`src/rtl/mul_sequencer.sv`:
```
// Multi-cycle shift-add multiplier for the EX-stage multiply path.
// Holds the pipeline stall while it retires BITS_PER_CYCLE multiplier bits per clock.
module mul_sequencer #(
  parameter int WIDTH          = 32,
  parameter int BITS_PER_CYCLE = 1
) (
  input  logic               clk,
  input  logic               reset,
  input  logic               mul_in,
  input  logic               mul_signed_in,
  input  logic               flush_in,
  input  logic [0:WIDTH-1]   a_in,
  input  logic [0:WIDTH-1]   b_in,
  input  logic [0:4]         fDestReg_in,
  output logic               stall_out,
  output logic               done,
  output logic               busy,
  output logic [0:2*WIDTH-1] result,
  output logic [0:4]         fDestReg_out
);

  localparam int N  = WIDTH / BITS_PER_CYCLE;
  localparam int CW = $clog2(N) + 1;
  localparam int PW = 2 * WIDTH;

  typedef enum logic [1:0] {IDLE, ITER, DONE} state_t;

  state_t            stateReg, stateNext;
  logic [CW-1:0]     countReg;
  logic [PW-1:0]     accReg;
  logic [PW-1:0]     mcandReg;
  logic [WIDTH-1:0]  mplierReg;
  logic              negReg;
  logic [4:0]        destReg;
  logic [PW-1:0]     resultReg;
  logic [4:0]        destOutReg;

  logic [WIDTH-1:0]  aVal, bVal, aMag, bMag;
  logic              aNeg, bNeg;
  logic              capture;
  logic              lastIter;
  logic [PW-1:0]     partial [BITS_PER_CYCLE];
  logic [PW-1:0]     iterSum;
  logic [PW-1:0]     finalProduct;

  // Port bit 0 is the MSB, so a plain assignment lands it on aVal[WIDTH-1].
  assign aVal = a_in;
  assign bVal = b_in;
  assign aNeg = mul_signed_in & aVal[WIDTH-1];
  assign bNeg = mul_signed_in & bVal[WIDTH-1];
  assign aMag = aNeg ? -aVal : aVal;
  assign bMag = bNeg ? -bVal : bVal;

  assign capture  = (stateReg == IDLE) && mul_in && !flush_in;
  assign lastIter = (countReg == CW'(N - 1));

  generate
    for (genvar gi = 0; gi < BITS_PER_CYCLE; gi++) begin : gPartial
      assign partial[gi] = mplierReg[gi] ? (mcandReg << gi) : '0;
    end
  endgenerate

  always_comb begin
    iterSum = accReg;
    for (int i = 0; i < BITS_PER_CYCLE; i++) begin
      iterSum = iterSum + partial[i];
    end
  end

  assign finalProduct = negReg ? -iterSum : iterSum;

  always_comb begin
    stateNext = stateReg;
    unique case (stateReg)
      IDLE: if (capture) stateNext = ITER;
      ITER: begin
        if (flush_in)      stateNext = IDLE;
        else if (lastIter) stateNext = DONE;
      end
      // The request is still high here, but it belongs to the finished instruction.
      DONE:    stateNext = IDLE;
      default: stateNext = IDLE;
    endcase
  end

  always_ff @(posedge clk or negedge reset) begin
    if (!reset) begin
      stateReg   <= IDLE;
      countReg   <= '0;
      accReg     <= '0;
      mcandReg   <= '0;
      mplierReg  <= '0;
      negReg     <= 1'b0;
      destReg    <= '0;
      resultReg  <= '0;
      destOutReg <= '0;
    end else begin
      stateReg <= stateNext;
      if (capture) begin
        mcandReg  <= {{WIDTH{1'b0}}, aMag};
        mplierReg <= bMag;
        negReg    <= aNeg ^ bNeg;
        destReg   <= fDestReg_in;
        accReg    <= '0;
        countReg  <= '0;
      end else if (stateReg == ITER && !flush_in) begin
        accReg    <= iterSum;
        mcandReg  <= mcandReg << BITS_PER_CYCLE;
        mplierReg <= mplierReg >> BITS_PER_CYCLE;
        countReg  <= countReg + CW'(1);
        if (lastIter) begin
          resultReg  <= finalProduct;
          destOutReg <= destReg;
        end
      end
    end
  end

  assign done         = (stateReg == DONE);
  assign busy         = (stateReg == ITER);
  assign stall_out    = mul_in & ~done;
  assign result       = resultReg;
  assign fDestReg_out = destOutReg;

endmodule

```
`config.mk`:
```
export PLATFORM = sky130hd
export DESIGN_NAME = mul_sequencer
export DESIGN_NICKNAME = d
export VERILOG_FILES = /design/src/rtl/mul_sequencer.sv
export SDC_FILE = /design/constraint.sdc
export NUM_CORES = 1
export LEC_CHECK = 0
export CAP_MARGIN = 20
export CORE_MARGIN = 5
export CORE_UTILIZATION = 55
export DETAILED_ROUTE_END_ITERATION = 16
export PLACE_DENSITY_LB_ADDON = 0.12
export RECOVER_POWER = 50
export SLEW_MARGIN = 30
export SYNTH_ARGS = -nofsm -noshare
export SYNTH_HDL_FRONTEND = slang
export SYNTH_SLANG_ARGS = --single-unit
```
`constraint.sdc`:
```
create_clock -name clk -period 10.2 [get_ports clk]
set_clock_uncertainty 0.15 [all_clocks]
set_input_delay 2.04 -clock clk [delete_from_list [all_inputs] [get_ports clk]]
set_output_delay 2.04 -clock clk [all_outputs]
set_load 0.01 [all_outputs]
```
; Word level (Yosys, flattened, before mapping)
; Index checks and enable logic that the tools add are counted.
[totals]
ff_bits = 243
latch_bits = 0
ramBits = 0
mem_bits_ro = 0
inputBits = 74
out_inout_bits = 72
elab_cells = 49
memories = 0
[classes]
addsub = 5
n_mul = 0
n_div = 0
order_cmp = 0
eq_ne = 5
shifts = 0
n_mux = 16
n_bitwise = 6
reduce_logical = 8
[ops]
columns = op, n
row1 = $mux W64, 6
row2 = $mux W32, 4
row3 = $add A64 B64 Y64, 1
row4 = $neg A32 Y32, 2
row5 = $neg A64 Y64, 1
row6 = $mux W6, 2
row7 = $add A6 B1 Y6 const B, 1
row8 = $eq A6 B5 Y1 const B, 1
row9 = $mux W2, 3
row10 = $pmux W2 S2, 1
row11 = $and A1 B1 Y1, 3
row12 = $logic_and A1 B1 Y1, 3
row13 = $ne A3 B2 Y1 const B, 1
row14 = $reduce_and A3 Y1, 1
row15 = $eq A2 B1 Y1 const B, 1
row16 = $eq A2 B2 Y1 const B, 1
row17 = $logic_not A2 Y1, 1
row18 = $ne A2 B2 Y1 const B, 1
row19 = $not A1 Y1, 2
row20 = $reduce_and A2 Y1, 1
row21 = $reduce_bool A2 Y1, 1
row22 = $logic_not A1 Y1, 1
row23 = $xor A1 B1 Y1, 1

; Longest topological paths before layout
; Gate-level depths: netlist (run 1).
[logic_depth]
word_depth = 5
depth_mapped = 20
depth_no_buf = 17

; Worst setup path before layout (run 1)
; OpenSTA, ideal clock, no wires.
[synth_path]
kind = register to register
startpoint = register mplierReg[0]
endpoint = register resultReg[39], in the netlist result[24]
setup_ns = 0.131
arrival_time_ns = 4.982
required_time_ns = 9.919
setup_slack_ns = 4.937
path_stages_with_launch = 21
n_path_buf = 3
synth_period_minus_slack_ns = 5.263
path_cell_list = dfrtp_1 -> clkbuf_1 -> clkbuf_1 -> and2_1 -> ha_1 -> inv_1 -> fa_1 -> and2b_1 -> o2111a_1 -> o2111ai_1 -> o211a_1 -> or4_4 -> or3_4 -> or4_1 -> buf_2 -> nor4_4 -> nand2_1 -> or3_4 -> o41ai_2 -> xor2_1 -> o21ai_1
[synth_via]
elab_chain_len = 4
[synth_lines]
columns = element, line
row1 = start: declaration, 32  ; logic [WIDTH-1:0] mplierReg;
row2 = start signal: assignment, 101  ; mplierReg <= bMag;
row3 = start signal: assignment, 109  ; mplierReg <= mplierReg >> BITS_PER_CYCLE;
row4 = $mux W64 (*), 59  ; assign partial[gi] = mplierReg[gi] ? (mcandReg << gi) : '0;
row5 = $add A64 B64 Y64 (*), 66  ; iterSum = iterSum + partial[i];
row6 = $neg A64 Y64, 70  ; assign finalProduct = negReg ? -iterSum : iterSum;
row7 = $mux W64 (*), 70
row8 = end signal: assignment, 112  ; resultReg <= finalProduct;
row9 = end: declaration, 35  ; logic [PW-1:0] resultReg;
; Every way passes the cells marked *; elsewhere a longest branch is shown, timed or not.
; A chain may end at the register's enable or synchronous reset.

; Final worst setup path (run 1)
[layout_path]
startpoint = register mplierReg[0]
endpoint = register resultReg[63], in the netlist result[0]
; The elaborated chain is that of the path after synthesis.

==> flow_summary.ini, run 1 <==
[floorplan]
die_w_um = 184.9
die_y_um = 184.9
dieArea_um2 = 34170
coreArea_um2 = 30430
start_util_pct = 55.27
rows = 64
ioPinCount = 146

[routing]
ant_nets = 0
via_per_inst = 6.143
routedWlPerCell_um = 19.29
drt-initial-drc-count = 1265
firstDrtPassIters = 5
drc = 0
via_count = 15330
totalWireLength_mm = 48.13

[power_and_ir_drop]
seqPwrFrac_pct = 34.4
clockPowerShare_pct = 28.9
leakage_nw = 8.468
power.total_mw = 3.539
comb_power_share_pct = 36.7
power_switching_share_pct = 38.43
p_per_area_nw_per_um2 = 182.5
p_sw_mw = 1.360
peakVddDrop_mv = 0.1228
power.internal_mw = 2.179

[logic_synthesis]
synth_area_um2 = 16820
synth-edff-count = 0
ys_seq_area_share_pct = 36.16
yosys_warnings = 0
syn_inst = 2013
synthFlopType = dfrtp_1
ys_seq_elements = 243
synth-async-reset-ratio_pct = 100.0
synthDistinctLibCells = 88
syn-num-nets = 2155
syn_area_per_cell_um2 = 8.354

[final_layout]
fin_area_um2 = 19390
area_growth_pct = 15.29
post_layout_nonfiller_instances = 2495
nets = 2221
diodes = 0
fin_util_pct = 63.72
drive_above_1_share_pct = 4.431

[global_routing]
grt_pass1_wl_mm = 79.32
grt.total_usage_pct = 28.07
grt_max_degree = 128
grt_antenna_before_repair = 0
overflow = 0
grt_pass1_vias = 15080

[min_path]
hold_depth = 2
hold_path_class = register to register
whs_endpoint = result[59]
hp-start = result[59]

[critical_path]
critPathLaunchType = register
worst_ep_arrival_time_ns = 6.64
crit_fanout = 65
worst-r2r-cell-count = 16
reg2reg_setup_slack_ns = 3.83
rr_startpoint = mplierReg[0]
worstPathRequired_ns = 10.47
reg2reg_to = result[0]
end_kind = register
cp-startpoint = mplierReg[0]
crit_type = register to register

[cts]
ctsResizeCount = 0
clockBufferDepth = 3
cts_tree = yes
cts.root.buffer_cell = clkbuf_16
htree_num_levels = 1
cts_inserted_buffers = 26
path_clk_slew_ns = 0.06
cts.sinks = 243
clk_latency_ns = 0.56
cts_setup_buffers = 0
cts_hold_buf = 0

[timing]
slew_headroom_pct = -139.6
fin_setup_tns_ns = 0
fin_crit_sh_pct = 62.45
rsz0062_at_grt = false
setup_violations = 0
layout_min_cycle_time_ns = 6.370
fmax_mhz = 157.0
slew_viol_final = 194
tightest_slew_ns = 3.594
fin_hold_ws_ns = 0.3128
fin_ws_ns = 3.830
hold_violations = 0

[outcome]
status = finished, violations left
violations = max-capacitance violations, max-slew violations

[place]
dp_hpwl_mm = 35.82
port_buffers = 145
post_dp_cell_area_um2 = 18430
dp.cells = 2446
pre_cts_ws_ns = 3.762
gp_congestion = 0.9726

[flow_run]
max_cap_viol_count = 3
layout make-up:
class	instances	area (um^2)
multi-input cells	1625	10220
inverters	26	97.59
repair buffers	157	1551
clock inverters	14	191.4
clock buffers	34	750.7
flip-flops and latches	243	6086
fillers	2640	11040
well taps	396	495.5
logic make-up (layout without fill, tap and decap cells):
family	Yosys count	in the layout	share of synthesized area, %
AO/OA/AOI/OAI	634	634	25.07
XOR/XNOR	171	171	8.906
adder cells (fa/ha/maj)	68	68	5.104
buffers and inverters	145	231	3.281
flip-flops	243	243	36.16
multiplexers	6	6	0.3794
AND/OR/NAND/NOR	746	746	21.10
per-layer routing:
layer | up-vias | GRT usage, % | part of all wire [%]
met1 | 7387 | 40.05 | 46
met3 | 90 | 3.181 | 4.6
met2 | 422 | 45.61 | 47
met5 | - | 0 | 0
li1 | 7429 | - | -
met4 | 0 | 7.868 | 2.9
critical path, cell delays in order (launching register included):
cell and delay, ns:
dfrtp_4 0.81, and2_1 0.23, ha_1 0.23, inv_1 0.08
fa_1 0.40, and2b_1 0.26, o2111ai_1 0.14, a21oi_1 0.38
a211o_1 0.34, a21oi_1 0.14, xor2_1 0.44, nand4_1 0.25
nor4_1 1.05, nand3_1 0.43, nor4b_1 0.50, mux2i_1 0.14
a221o_1 0.28
registers in the layout, indices dropped and copies added, names as in the netlist:
| name | cells |
|---|---|
| accReg | 64 |
| negReg | 1 |
| destReg | 5 |
| mplierReg | 32 |
| fDestReg_out | 5 |
| result | 64 |
| countReg | 6 |
| mcandReg | 64 |
| stateReg | 2 |
worst max path at each step:
stage / end / slack, ns / depth (start not counted)
floorplan: result[24] / 4.94 / 20
global placement: result[1] / 3.93 / 17
detailed placement: result[1] / 3.76 / 17
CTS: result[7] / 3.73 / 17
global route: accReg[2] / 2.86 / 3
finish: result[0] / 3.83 / 16
power groups by stage:
stage	sequential, mW	combinational (mW)	clock [mW]
2_1_floorplan	1.17	0.953	0
3_3_place_gp	1.22	1.26	0
3_5_place_dp	1.23	1.28	0
4_1_cts	1.21	1.29	1.04
5_1_grt	1.23	1.43	1.08
6_report	1.22	1.30	1.02
synth_stat cells, drive strengths merged (6+ instances only):
library cell | n | area [um^2]
a21oi | 115 | 594.3
o21a | 12 | 90.09
and2 | 75 | 469.2
nor2 | 133 | 499.2
o21ai | 205 | 1026
buf | 9 | 41.29
nor4 | 18 | 133.9
xnor2 | 80 | 700.7
ha | 67 | 838.3
nand3 | 26 | 130.1
or3 | 20 | 135.1
a22o | 77 | 674.4
a21o | 22 | 165.2
a22oi | 32 | 240.2
nand2 | 322 | 1209
a211o | 7 | 61.31
or2 | 7 | 43.79
dfrtp | 243 | 6081
or4 | 13 | 101.4
and3 | 9 | 56.30
o31ai | 32 | 245.2
o211ai | 14 | 123.9
a31oi | 37 | 231.5
clkbuf | 110 | 412.9
a211oi | 12 | 107.6
inv | 26 | 97.59
o41ai | 9 | 101.4
nand2b | 14 | 87.58
nor3 | 40 | 205.2
nor2b | 12 | 75.07
o2111ai | 6 | 52.55
nand4 | 37 | 231.5
xor2 | 91 | 797.0
cells in the final DEF (no fill, tap or decap), types with 12 or more instances in the layout:
cell             netlist  final
nand2_1              322    321
dfrtp_1              243    241
o21ai_0              146    146
nor2_1               133    132
clkdlybuf4s50_1        0    115
a21oi_1              112    112
xor2_1                91     91
xnor2_1               80     80
a22o_1                77     77
and2_1                74     74
ha_1                  67     67
o21ai_1               59     59
nor3_1                39     38
a31oi_1               37     37
nand4_1               37     37
a22oi_1               32     32
o31ai_1               31     31
dlygate4sd3_1          0     29
inv_1                 26     26
clkbuf_16              0     26
nand3_1               26     25
a21o_1                22     22
or3_1                 18     18
nor4_1                16     16
nand2b_1              14     14
nor2b_1               12     12
or4_1                 12     12
o21a_1                12     12
o211ai_1              12     12
No activity file was read; power rests on OpenSTA's default activity.
==> inputs of run 2 (changes only) <==
- clock period: 10.2 -> 6 ns (I/O delays scaled with it)
==> flow_summary.ini, run 2 (synthesis gave the netlist of run 1 again) <==
[global_routing]
grt_pass1_wl_mm = 80.00
overflow = 0
grt_antenna_before_repair = 1
grt_max_degree = 104
grt.total_usage_pct = 28.59
grt_pass1_vias = 15060

[floorplan]
start_util_pct = 55.27
ioPinCount = 146
dieArea_um2 = 34170
rows = 64
coreArea_um2 = 30430
die_y_um = 184.9
die_w_um = 184.9

[flow_run]
max_cap_viol_count = 3

[timing]
tightest_slew_ns = 3.108
setup_violations = 0
slew_viol_final = 276
layout_min_cycle_time_ns = 5.687
hold_violations = 0
fmax_mhz = 175.8
fin_crit_sh_pct = 94.79
fin_hold_ws_ns = 0.3160
slew_headroom_pct = -107.2
fin_setup_tns_ns = 0
fin_ws_ns = 0.3128
rsz0062_at_grt = false

[power_and_ir_drop]
power.internal_mw = 3.749
comb_power_share_pct = 37.8
p_sw_mw = 2.347
power.total_mw = 6.096
clockPowerShare_pct = 28.6
seqPwrFrac_pct = 33.5
leakage_nw = 8.561
power_switching_share_pct = 38.50
p_per_area_nw_per_um2 = 311.4
peakVddDrop_mv = 0.2324

[place]
pre_cts_ws_ns = 0.3962
dp_hpwl_mm = 37.22
port_buffers = 145
gp_congestion = 0.9902
post_dp_cell_area_um2 = 18660

[routing]
firstDrtPassIters = 6
drt-initial-drc-count = 1091
ant_nets = 0
totalWireLength_mm = 49.54
drc = 0
via_count = 15510
via_per_inst = 6.154
routedWlPerCell_um = 19.66

[final_layout]
fin_area_um2 = 19580
diodes = 0
nets = 2246
area_growth_pct = 16.41
drive_above_1_share_pct = 5.414
final_common_cell = nand2_1
mostFrequentLayoutCells = nand2_1, dfrtp_1, o21ai_0

[outcome]
violations = max-capacitance violations, max-slew violations
status = finished, violations left

[cts]
path_clk_slew_ns = 0.07
cts_tree = yes
cts.sinks = 243
cts_hold_buf = 0
clk_latency_ns = 0.57
cts.root.buffer_cell = clkbuf_16
cts_inserted_buffers = 28
clockBufferDepth = 3
htree_num_levels = 1

[critical_path]
worst_ep_arrival_time_ns = 5.96
crit_type = register to register
critPathLaunchType = register
end_kind = register
worstPathRequired_ns = 6.28
crit_fanout = 64

[min_path]
hold_path_class = register to register
## run 2: cell types whose count changed in the layout (fill, tap and decap cells not counted), sizes merged
cell	previous run	this run
clkbuf	37	44
buf	10	32
dlygate4sd3	29	19
clkinv	9	6
inv	26	27
bufinv	4	2
clkdlybuf4s50	115	125
## run 2: per-stage QoR
stage,instances,util [%]
after floorplan,2013,-
after global placement,2469,61.24
after detailed placement,2470,61.33
after CTS,2520,64.44
after global routing,2520,64.33
final,2520,64.33
## run 2: layer usage
metal | global-route usage [%] | vias up | wire length [um]
li1 | - | 7479 | -
met1 | 39.11 | 7502 | 21620
met2 | 47.93 | 449 | 23880
met3 | 3.456 | 79 | 2516
met4 | 8.632 | 0 | 1522
met5 | 0 | - | 0
## run 2: path summary, 6_finish.rpt
kind / startpoint / slack, ns / endpoint / cells after the start
max: mplierReg[0] / 0.31 / result[1] / 16
max reg2reg: mplierReg[0] / 0.31 / result[1] / 16
min: fDestReg_out[1] / 0.32 / fDestReg_out[1] / 2
min reg2reg: fDestReg_out[1] / 0.32 / fDestReg_out[1] / 2
min in group asynchronous: reset / 1.26 / result[23] / 1
max in group asynchronous: reset / 1.30 / mcandReg[3] / 2
## run 2: layout make-up
cell class | count | area, um^2
fill | 2631 | 10850
multi-input combinational | 1625 | 10210
sequential | 243 | 6082
timing repair buffer | 180 | 1745
clock buffer | 40 | 825.8
tap | 396 | 495.5
clock inverter | 10 | 120.1
inverter | 26 | 97.59
## run 2: worst max-delay path: stages, from the launching register on
cell	delay, ns
dfrtp_1	0.38
buf_12	0.27
nand2_1	0.14
fa_1	0.45
and2b_1	0.26
o2111ai_1	0.14
a21oi_1	0.44
a21boi_1	0.33
o211ai_1	0.34
xor2_1	0.19
or4_1	0.60
nor4_2	0.23
nand2_1	0.23
or4b_1	0.72
o21a_1	0.26
xnor2_1	0.12
mux2_2	0.28
## run 2: repair_timing
action / CTS / global route
hold endpoints to repair: 0 / 0
resized for setup: 0 / 1
setup endpoints to repair: 0 / 2
setup buffers: 0 / 0
## run 2: power by group through the flow
stage | Combinational, mW | Sequential (mW) | Clock, mW
floorplan | 1.62 | 1.99 | 0
global placement | 2.24 | 2.07 | 0
detailed placement | 2.28 | 2.06 | 0
CTS | 2.30 | 2.04 | 1.77
global route | 2.53 | 2.07 | 1.84
finish | 2.31 | 2.04 | 1.74
==> inputs of run 3 (changes only) <==
- SKIP_LAST_GASP: not set -> 1
==> results of run 3 <==
Same layout as run 2: the final DEF is identical, and so are final timing and power.
